**config.mk**
```make
export PLATFORM = sky130hd
export DESIGN_NAME = resp_misr_capture
export DESIGN_NICKNAME = d
export VERILOG_FILES = /design/src/rtl/resp_misr_capture.sv
export SDC_FILE = /design/constraint.sdc
export NUM_CORES = 1
export LEC_CHECK = 0
export ABC_AREA = 1
export CAP_MARGIN = 5
export CORE_AREA = 2 2 187 189
export DETAILED_ROUTE_END_ITERATION = 6
export DIE_AREA = 0 0 189 191
export GPL_ROUTABILITY_DRIVEN = 0
export GPL_TIMING_DRIVEN = 0
export HOLD_SLACK_MARGIN = 0.02
export SLEW_MARGIN = 15
export SYNTH_ARGS = -nofsm -noshare
export SYNTH_HDL_FRONTEND = slang
export SYNTH_SLANG_ARGS = --single-unit
```
**constraint.sdc**
```tcl
create_clock -name clk -period 6.8 [get_ports clk]
set_input_delay 0.68 -clock clk [delete_from_list [all_inputs] [get_ports clk]]
set_output_delay 0.68 -clock clk [all_outputs]
set_load 0.03 [all_outputs]
```
**src/rtl/resp_misr_capture.sv**
```systemverilog
// Response capture block: a small FIFO buffering decoder response words,
// with a MISR signature, a saturating accepted-word counter and sticky
// structural checks on the 39-bit response vector (bit 0 = g25 ... bit 38 = g63).
// DEPTH must be a power of two and at least 2.
module resp_misr_capture #(
  parameter int DEPTH = 4,
  parameter int CNT_W = 16
) (
  input  logic             clk,
  input  logic             rst,
  input  logic             in_valid,
  input  logic [38:0]      in_data,
  output logic             in_ready,
  input  logic             sig_clear,
  output logic             out_valid,
  output logic [38:0]      out_data,
  input  logic             out_ready,
  output logic [38:0]      sig,
  output logic [CNT_W-1:0] vec_cnt,
  output logic             err_const,
  output logic             err_dup,
  output logic [CNT_W-1:0] err_idx
);

  localparam int PTR_W = $clog2(DEPTH);
  localparam logic [PTR_W:0] FULL_CNT = (PTR_W + 1)'(DEPTH);

  // Feedback taps of x^39 + x^4 + 1 once the top bit has been shifted out.
  localparam logic [38:0] POLY = 39'h11;

  // Response bits that a healthy decoder always drives low.
  localparam logic [38:0] CONST_MASK =
      (39'd1 << 19) | (39'd1 << 20) | (39'd1 << 23) | (39'd1 << 24) |
      (39'd1 << 27) | (39'd1 << 28) | (39'd1 << 31) | (39'd1 << 32) |
      (39'd1 << 35) | (39'd1 << 36);

  // ---------------------------------------------------------------------------
  // FIFO
  // ---------------------------------------------------------------------------
  logic [38:0]      mem [DEPTH];
  logic [PTR_W-1:0] wr_ptr;
  logic [PTR_W-1:0] rd_ptr;
  logic [PTR_W:0]   count;
  logic             full;
  logic             empty;
  logic             push;
  logic             pop;

  // No bypass: a full FIFO refuses a push even when the head is popped.
  assign full      = (count == FULL_CNT);
  assign empty     = (count == '0);
  assign in_ready  = ~full;
  assign out_valid = ~empty;
  assign push      = in_valid & ~full;
  assign pop       = out_valid & out_ready;
  assign out_data  = mem[rd_ptr];

  // Write the accepted word into the slot at the write pointer.
  always_ff @(posedge clk or posedge rst) begin
    // NOTE: the storage array is reset as well, so the head word (and hence
    // out_data) reads zero while rst is high instead of stale or X data.
    if (rst) begin
      for (int i = 0; i < DEPTH; i++) begin
        mem[i] <= '0;
      end
    end else if (push) begin
      mem[wr_ptr] <= in_data;
    end
  end

  // Advance the pointers on push/pop; power-of-two depth wraps them for free.
  always_ff @(posedge clk or posedge rst) begin
    // NOTE: non-blocking assignments here so every register samples the
    // pre-edge values; blocking ones would make results depend on block order.
    if (rst) begin
      wr_ptr <= '0;
      rd_ptr <= '0;
    end else begin
      if (push) wr_ptr <= wr_ptr + PTR_W'(1);
      if (pop)  rd_ptr <= rd_ptr + PTR_W'(1);
    end
  end

  // Track occupancy; a simultaneous push and pop leaves it unchanged.
  always_ff @(posedge clk or posedge rst) begin
    if (rst) begin
      count <= '0;
    end else begin
      unique case ({push, pop})
        2'b10:   count <= count + (PTR_W + 1)'(1);
        2'b01:   count <= count - (PTR_W + 1)'(1);
        default: count <= count;
      endcase
    end
  end

  // ---------------------------------------------------------------------------
  // Response checks on the incoming word
  // ---------------------------------------------------------------------------
  logic [4:0] dup_grp;
  logic       const_hit;
  logic       dup_hit;

  assign dup_grp   = {in_data[37], in_data[33], in_data[29], in_data[25], in_data[21]};
  assign const_hit = |(in_data & CONST_MASK);
  assign dup_hit   = ((|dup_grp) & ~(&dup_grp)) | (in_data[9] ^ in_data[13]);

  // ---------------------------------------------------------------------------
  // Signature, counter and error state
  // ---------------------------------------------------------------------------
  logic [38:0]      sig_next;
  logic [CNT_W-1:0] cnt_next;
  logic [CNT_W-1:0] idx_next;
  logic             const_next;
  logic             dup_next;

  // Next-state for the capture registers; sig_clear wins over a same-cycle
  // accept, whose word still goes into the FIFO untouched.
  always_comb begin
    // NOTE: every output gets a hold default first so no path leaves a
    // signal unassigned, which would otherwise infer a latch.
    sig_next   = sig;
    cnt_next   = vec_cnt;
    idx_next   = err_idx;
    const_next = err_const;
    dup_next   = err_dup;
    if (sig_clear) begin
      sig_next   = '0;
      cnt_next   = '0;
      idx_next   = '0;
      const_next = 1'b0;
      dup_next   = 1'b0;
    end else if (push) begin
      sig_next = {sig[37:0], 1'b0} ^ (sig[38] ? POLY : '0) ^ in_data;
      if (vec_cnt != '1) begin
        cnt_next = vec_cnt + CNT_W'(1);
      end
      // Only the first failing word since the last clear is recorded.
      if ((const_hit | dup_hit) & ~err_const & ~err_dup) begin
        idx_next = vec_cnt;
      end
      const_next = err_const | const_hit;
      dup_next   = err_dup | dup_hit;
    end
  end

  // Register the capture state.
  always_ff @(posedge clk or posedge rst) begin
    if (rst) begin
      sig       <= '0;
      vec_cnt   <= '0;
      err_idx   <= '0;
      err_const <= 1'b0;
      err_dup   <= 1'b0;
    end else begin
      sig       <= sig_next;
      vec_cnt   <= cnt_next;
      err_idx   <= idx_next;
      err_const <= const_next;
      err_dup   <= dup_next;
    end
  end

endmodule
```
; Word level (Yosys, flattened, before mapping)
; Cells that the tools add are included.
[op_classes]
eq_ne = 4
n_addsub = 5
bitwise = 19
n_lt_le_gt_ge = 3
mux = 20
reduce_logical = 11
[ops]
columns = operator, count
row1 = 2-to-1 mux 39 bit, 5
row2 = bitwise mux 156 bit, 1
row3 = 2-to-1 mux 16 bit, 6
row4 = binary-select mux 39 bit (select 2 bit), 1
row5 = demux 39 bit (select 2 bit), 1
row6 = bitwise XOR 39 bit, 1
row7 = bitwise XOR 39 x 5 -> 39 bit, 1
row8 = adder 16 x 1 -> 16 bit (second input constant), 1
row9 = != test 16 bit (second input constant), 1
row10 = OR reduction 10 bit, 1
row11 = nonzero test 2 bit, 4
row12 = >= comparator 3 bit (second input constant), 2
row13 = inverter 2 -> 3 bit, 2
row14 = one-hot mux 3 bit (2 select lines), 1
row15 = AND 1 bit, 5
row16 = 2-to-1 mux 5 bit, 1
row17 = inverter 1 bit, 5
row18 = AND reduction 5 bit, 1
row19 = OR reduction 5 bit, 1
row20 = adder 2 x 1 -> 2 bit (second input constant), 2
row21 = 2-to-1 mux 1 bit, 4
row22 = OR 1 bit, 4
row23 = AND reduction 2 bit, 2
row24 = adder 3 x 1 -> 3 bit (second input constant), 1
row25 = 8 further kinds, 8
[word_totals]
word_cells = 74
ff_bits = 236
output_inout_bits = 114

; Longest topological paths before layout
[logic_depth]
word_depth = 10
depth_mapped = 11
mapped_depth_nobuf = 10

; Worst setup path before layout
; Ideal clock, no wire load.
[synth_path]
kind = register to register
startpoint = register count[0]
endpoint = register count[2]
setup_ns = 0.131
path_stages_with_launch = 11
t_required_ns = 6.669
setup_slack_ns = 4.539
synth_period_minus_slack_ns = 2.261
arrival_ns = 2.130
cell_sequence = dfrtp_1 inv_2 nand3_2 nand2_4 buf_1 ha_1 inv_1 fa_1 a21oi_1 o21ai_0 xor2_1
[synth_via]
elab_chain_len = 5
elab_cells_between_ends = 12
cone_classes = add/sub (2) / eq/ne (3) / mux (1) / bitwise (4) / reduce/logical (2)
[synth_rtl]
columns = element, line_no
row1 = from (decl), 43  ; logic [PTR_W:0] count;
row2 = from (signal assigned), 90  ; 2'b10: count <= count + (PTR_W + 1)'(1);
row3 = from (signal assigned), 91  ; 2'b01: count <= count - (PTR_W + 1)'(1);
row4 = from (signal assigned), 92  ; default: count <= count;
row5 = == test 3 bit *, 50  ; assign full = (count == FULL_CNT);
row6 = inverter 1 bit *, -
row7 = net in_ready, 13  ; output logic in_ready,
row8 = AND 1 bit *, 54  ; assign push = in_valid & ~full;
row9 = == test 2 x 1 -> 1 bit / == test 2 bit (equally long branches), 89  ; unique case ({push, pop})
row10 = one-hot mux 3 bit (2 select lines) / nonzero test 2 bit (equally long branches), -
; The timed path passes the listed nets; every way through them passes the cells marked *.
; A chain may end at the register's enable or synchronous reset.

; Worst setup path in the final report
[layout_path]
startpoint = register rd_ptr[1]
endpoint = output out_data[36]
[layout_via]
elab_chain_len = 4
[layout_rtl]
columns = element, line_no
row1 = from (decl), 42  ; logic [PTR_W-1:0] rd_ptr;
row2 = from (signal assigned), 80  ; if (pop) rd_ptr <= rd_ptr + PTR_W'(1);
row3 = inverter 2 -> 3 bit (not written as such), 56  ; assign out_data = mem[rd_ptr];
row4 = binary-select mux 39 bit (select 2 bit), 56
row5 = 2-to-1 mux 39 bit (not written as such) (2 in a row), 56
row6 = to (decl), 16  ; output logic [38:0] out_data,
; No other way between the ends. The select of a mux whose other input is x is not followed.

==> results.txt <==
Cell count after synthesis -> 1224
Total power -> 6540 µW
# IOs -> 158
Die W -> 189 µm
Initial DRC count -> 660
Worst hold path class -> flip-flop to flip-flop
Critical path arrival -> 3.06 ns
Post-cts sizing count -> 0
Reg clk slew, reported paths -> 0.06 ns
Max-slew violations -> 0
Top-area cell type share of the netlist area -> 0.546
Number of global-route vias before repair -> 9601
Synth Warn # -> 0
Input/output buffers -> 156
FFs w/ async S/R, synth -> 1.00
Core area -> 34100 µm²
Final setup violation count -> 0
Number of inserted diodes -> 0
EDFF count, synth -> 0
CTS tree -> yes
Cell Count, Final, Fillers Out -> 1884
CP endpoint kind -> primary output
Cell Pwr Density -> 471 nW/µm²
TritonRoute pass-1 iters -> 5
Top cells by area, synth -> dfrtp_1 55%, nand2_1 9.5%, o21ai_0 9.4%
Sequential share of the synthesized area -> 0.546
Clock Root Buffer -> clkbuf_16
Status -> finished clean
Top post-synthesis cells by count -> 274 x nand2_1, 236 x dfrtp_1, 204 x o21ai_0
Most frequent cell after synthesis -> nand2_1
Post-route DRC -> 0
Total GRT Usage -> 0.192
CTS max path bufs -> 3
Crit Path Class -> flip-flop to primary output
Crit Path Max Fanout -> 10
Area Growth Syn to Fin -> 28.6%
Tmin final -> 3.74 ns
First-pass GRT wire length -> 54.4 mm
Total die area -> 36100 µm²
Worst-skew pair later-pin latency -> 0.53 ns
Post-route ant nets -> 0
Worst Path Required -> 6.12 ns
Netlist cell types -> 33
Cts bufs inserted -> 26
Vias -> 9472
Largest net degree at the start of global routing -> 37
Leak -> 0.00608 µW
Final Hold Violating Endpoints -> 0
CTS Hold Bufs -> 0
Worst-Margin Slew -> 0.709 ns
# H-tree levels -> 1
Cell Rows -> 68
Starting density of the core -> 0.317
Final #Nets -> 1466
WL/cell -> 18.2 µm
Primary FF master, synth -> dfrtp_1
Max-cap violations -> 0
Grt ovf -> 0
Unrepaired setup endpoints after global routing -> false
Synth area leader -> dfrtp_1
Synthesized cell area -> 10800 µm²
Setup crit start -> rd_ptr[1]
Fillers -> 3393
Die Y -> 191 µm
Vias per cell -> 5.03
Post-Route WL -> 34.3 mm
VDD IR max -> 0.226 mV
Startpoint Class -> flip-flop
DP HPWL -> 23.8 mm
Reg2reg start -> count[0]
Number of antenna violations at the first check in global routing -> 3
Flops & latches, synth -> 236
Fmax -> 267 MHz
Hold wc startpoint -> mem[50]
Cell Count Post-Placement -> 1842
WHS -> 0.479 ns
Net Count, Synth -> 1275
Fraction of layout cells with a size suffix above 1 -> 0.0798
Period utilization -> 0.550
Post-CTS Setup Bufs -> 0
Mean Syn Cell Area -> 8.83 µm²
Layout Skew -> 0.0110 ns
Clk sink count -> 236
Setup_tns -> 0 ns
Slew margin rel. -> 0.528
[final cells by class]
class | instances | area, µm² | share of cell area
sequential | 236 | 5910 | 0.425
clock buffer | 35 | 756 | 0.0543
clock inverter | 7 | 65.1 | 0.00468
buffer | 79 | 394 | 0.0283
tap | 455 | 569 | 0.0409
timing repair buffer | 163 | 1700 | 0.122
multi-input combinational | 846 | 4260 | 0.307
inverter | 63 | 250 | 0.0180
[registers in the layout, indices dropped and copies added (netlist names)]
name	flops
count	3
err_const	1
err_dup	1
err_idx	16
mem	156
rd_ptr	2
sig	39
vec_cnt	16
wr_ptr	2
[power by group]
group / internal, µW / total (µW) / switching (µW)
Clock: 807 / 1380 / 570
Sequential: 1910 / 2190 / 287
Combinational: 1080 / 2970 / 1900
Total: 3790 / 6540 / 2750
[cells by family (layout without fill, tap and decap cells)]
group | count (synthesis) | in the layout | synth area share
buffers and inverters | 142 | 347 | 0.0593
XOR/XNOR | 49 | 49 | 0.0397
flip-flops | 236 | 236 | 0.546
AND/OR/NAND/NOR | 460 | 460 | 0.179
AO/OA/AOI/OAI | 330 | 330 | 0.167
adder cells (fa/ha/maj) | 7 | 7 | 0.00880
[worst max-delay path: stages (launching register included)]
cell and delay (ns):
dfrtp_1 0.41, inv_1 0.11, clkbuf_1 0.39, clkbuf_1 0.46, o21ai_0 0.17, o22ai_1 0.26, clkdlybuf4s50_1 0.73
[layer usage]
layer | share of wire | global-route usage
met2 | 0.45 | 0.303
met5 | 0.0012 | 0
met1 | 0.45 | 0.260
met4 | 0.026 | 0.0592
met3 | 0.078 | 0.0475
[worst paths after layout]
kind                            slack (ns)  cells past startpoint      endpoint
worst max-delay path                  3.06                      6  out_data[36]
worst max register to register        4.08                     10      count[2]
max in group asynchronous             4.95                      6       mem[16]
worst min register to register        0.48                      2       mem[50]
min in group asynchronous             0.55                      2   vec_cnt[13]
worst min-delay path                  0.48                      2       mem[50]
[metrics by stage]
step	utilization	worst slack, ns	area [µm²]
CTS	0.408	3.02	13900
global placement	0.379	1.11	12900
global route	0.408	2.87	13900
floorplan	-	3.03	10800
finish	0.408	3.06	13900
detailed placement	0.384	3.60	13100
[cells in the final DEF (no fill, tap or decap), types with 2 or more instances in the layout]
| cell type | count |
|---|---|
| inv_1 | 51 |
| inv_4 | 2 |
| nand3_2 | 10 |
| xnor2_1 | 40 |
| nor2_1 | 116 |
| xor2_1 | 9 |
| clkinvlp_4 | 3 |
| or2_2 | 2 |
| clkdlybuf4s50_1 | 156 |
| nor2_2 | 2 |
| buf_6 | 2 |
| nand2_4 | 2 |
| nand2_1 | 274 |
| nand2_2 | 5 |
| nand4_1 | 22 |
| ha_1 | 6 |
| buf_1 | 4 |
| buf_2 | 12 |
| o22ai_1 | 39 |
| clkbuf_1 | 46 |
| dfrtp_1 | 236 |
| a21oi_1 | 3 |
| o21ai_0 | 204 |
| o21ai_1 | 43 |
| o31ai_1 | 38 |
| inv_2 | 8 |
| nand3_1 | 24 |
| clkbuf_16 | 27 |
| o21bai_1 | 2 |
| buf_4 | 18 |
| clkbuf_8 | 5 |
| buf_12 | 7 |
| clkinv_2 | 4 |
(Power assumes the default switching activity.)
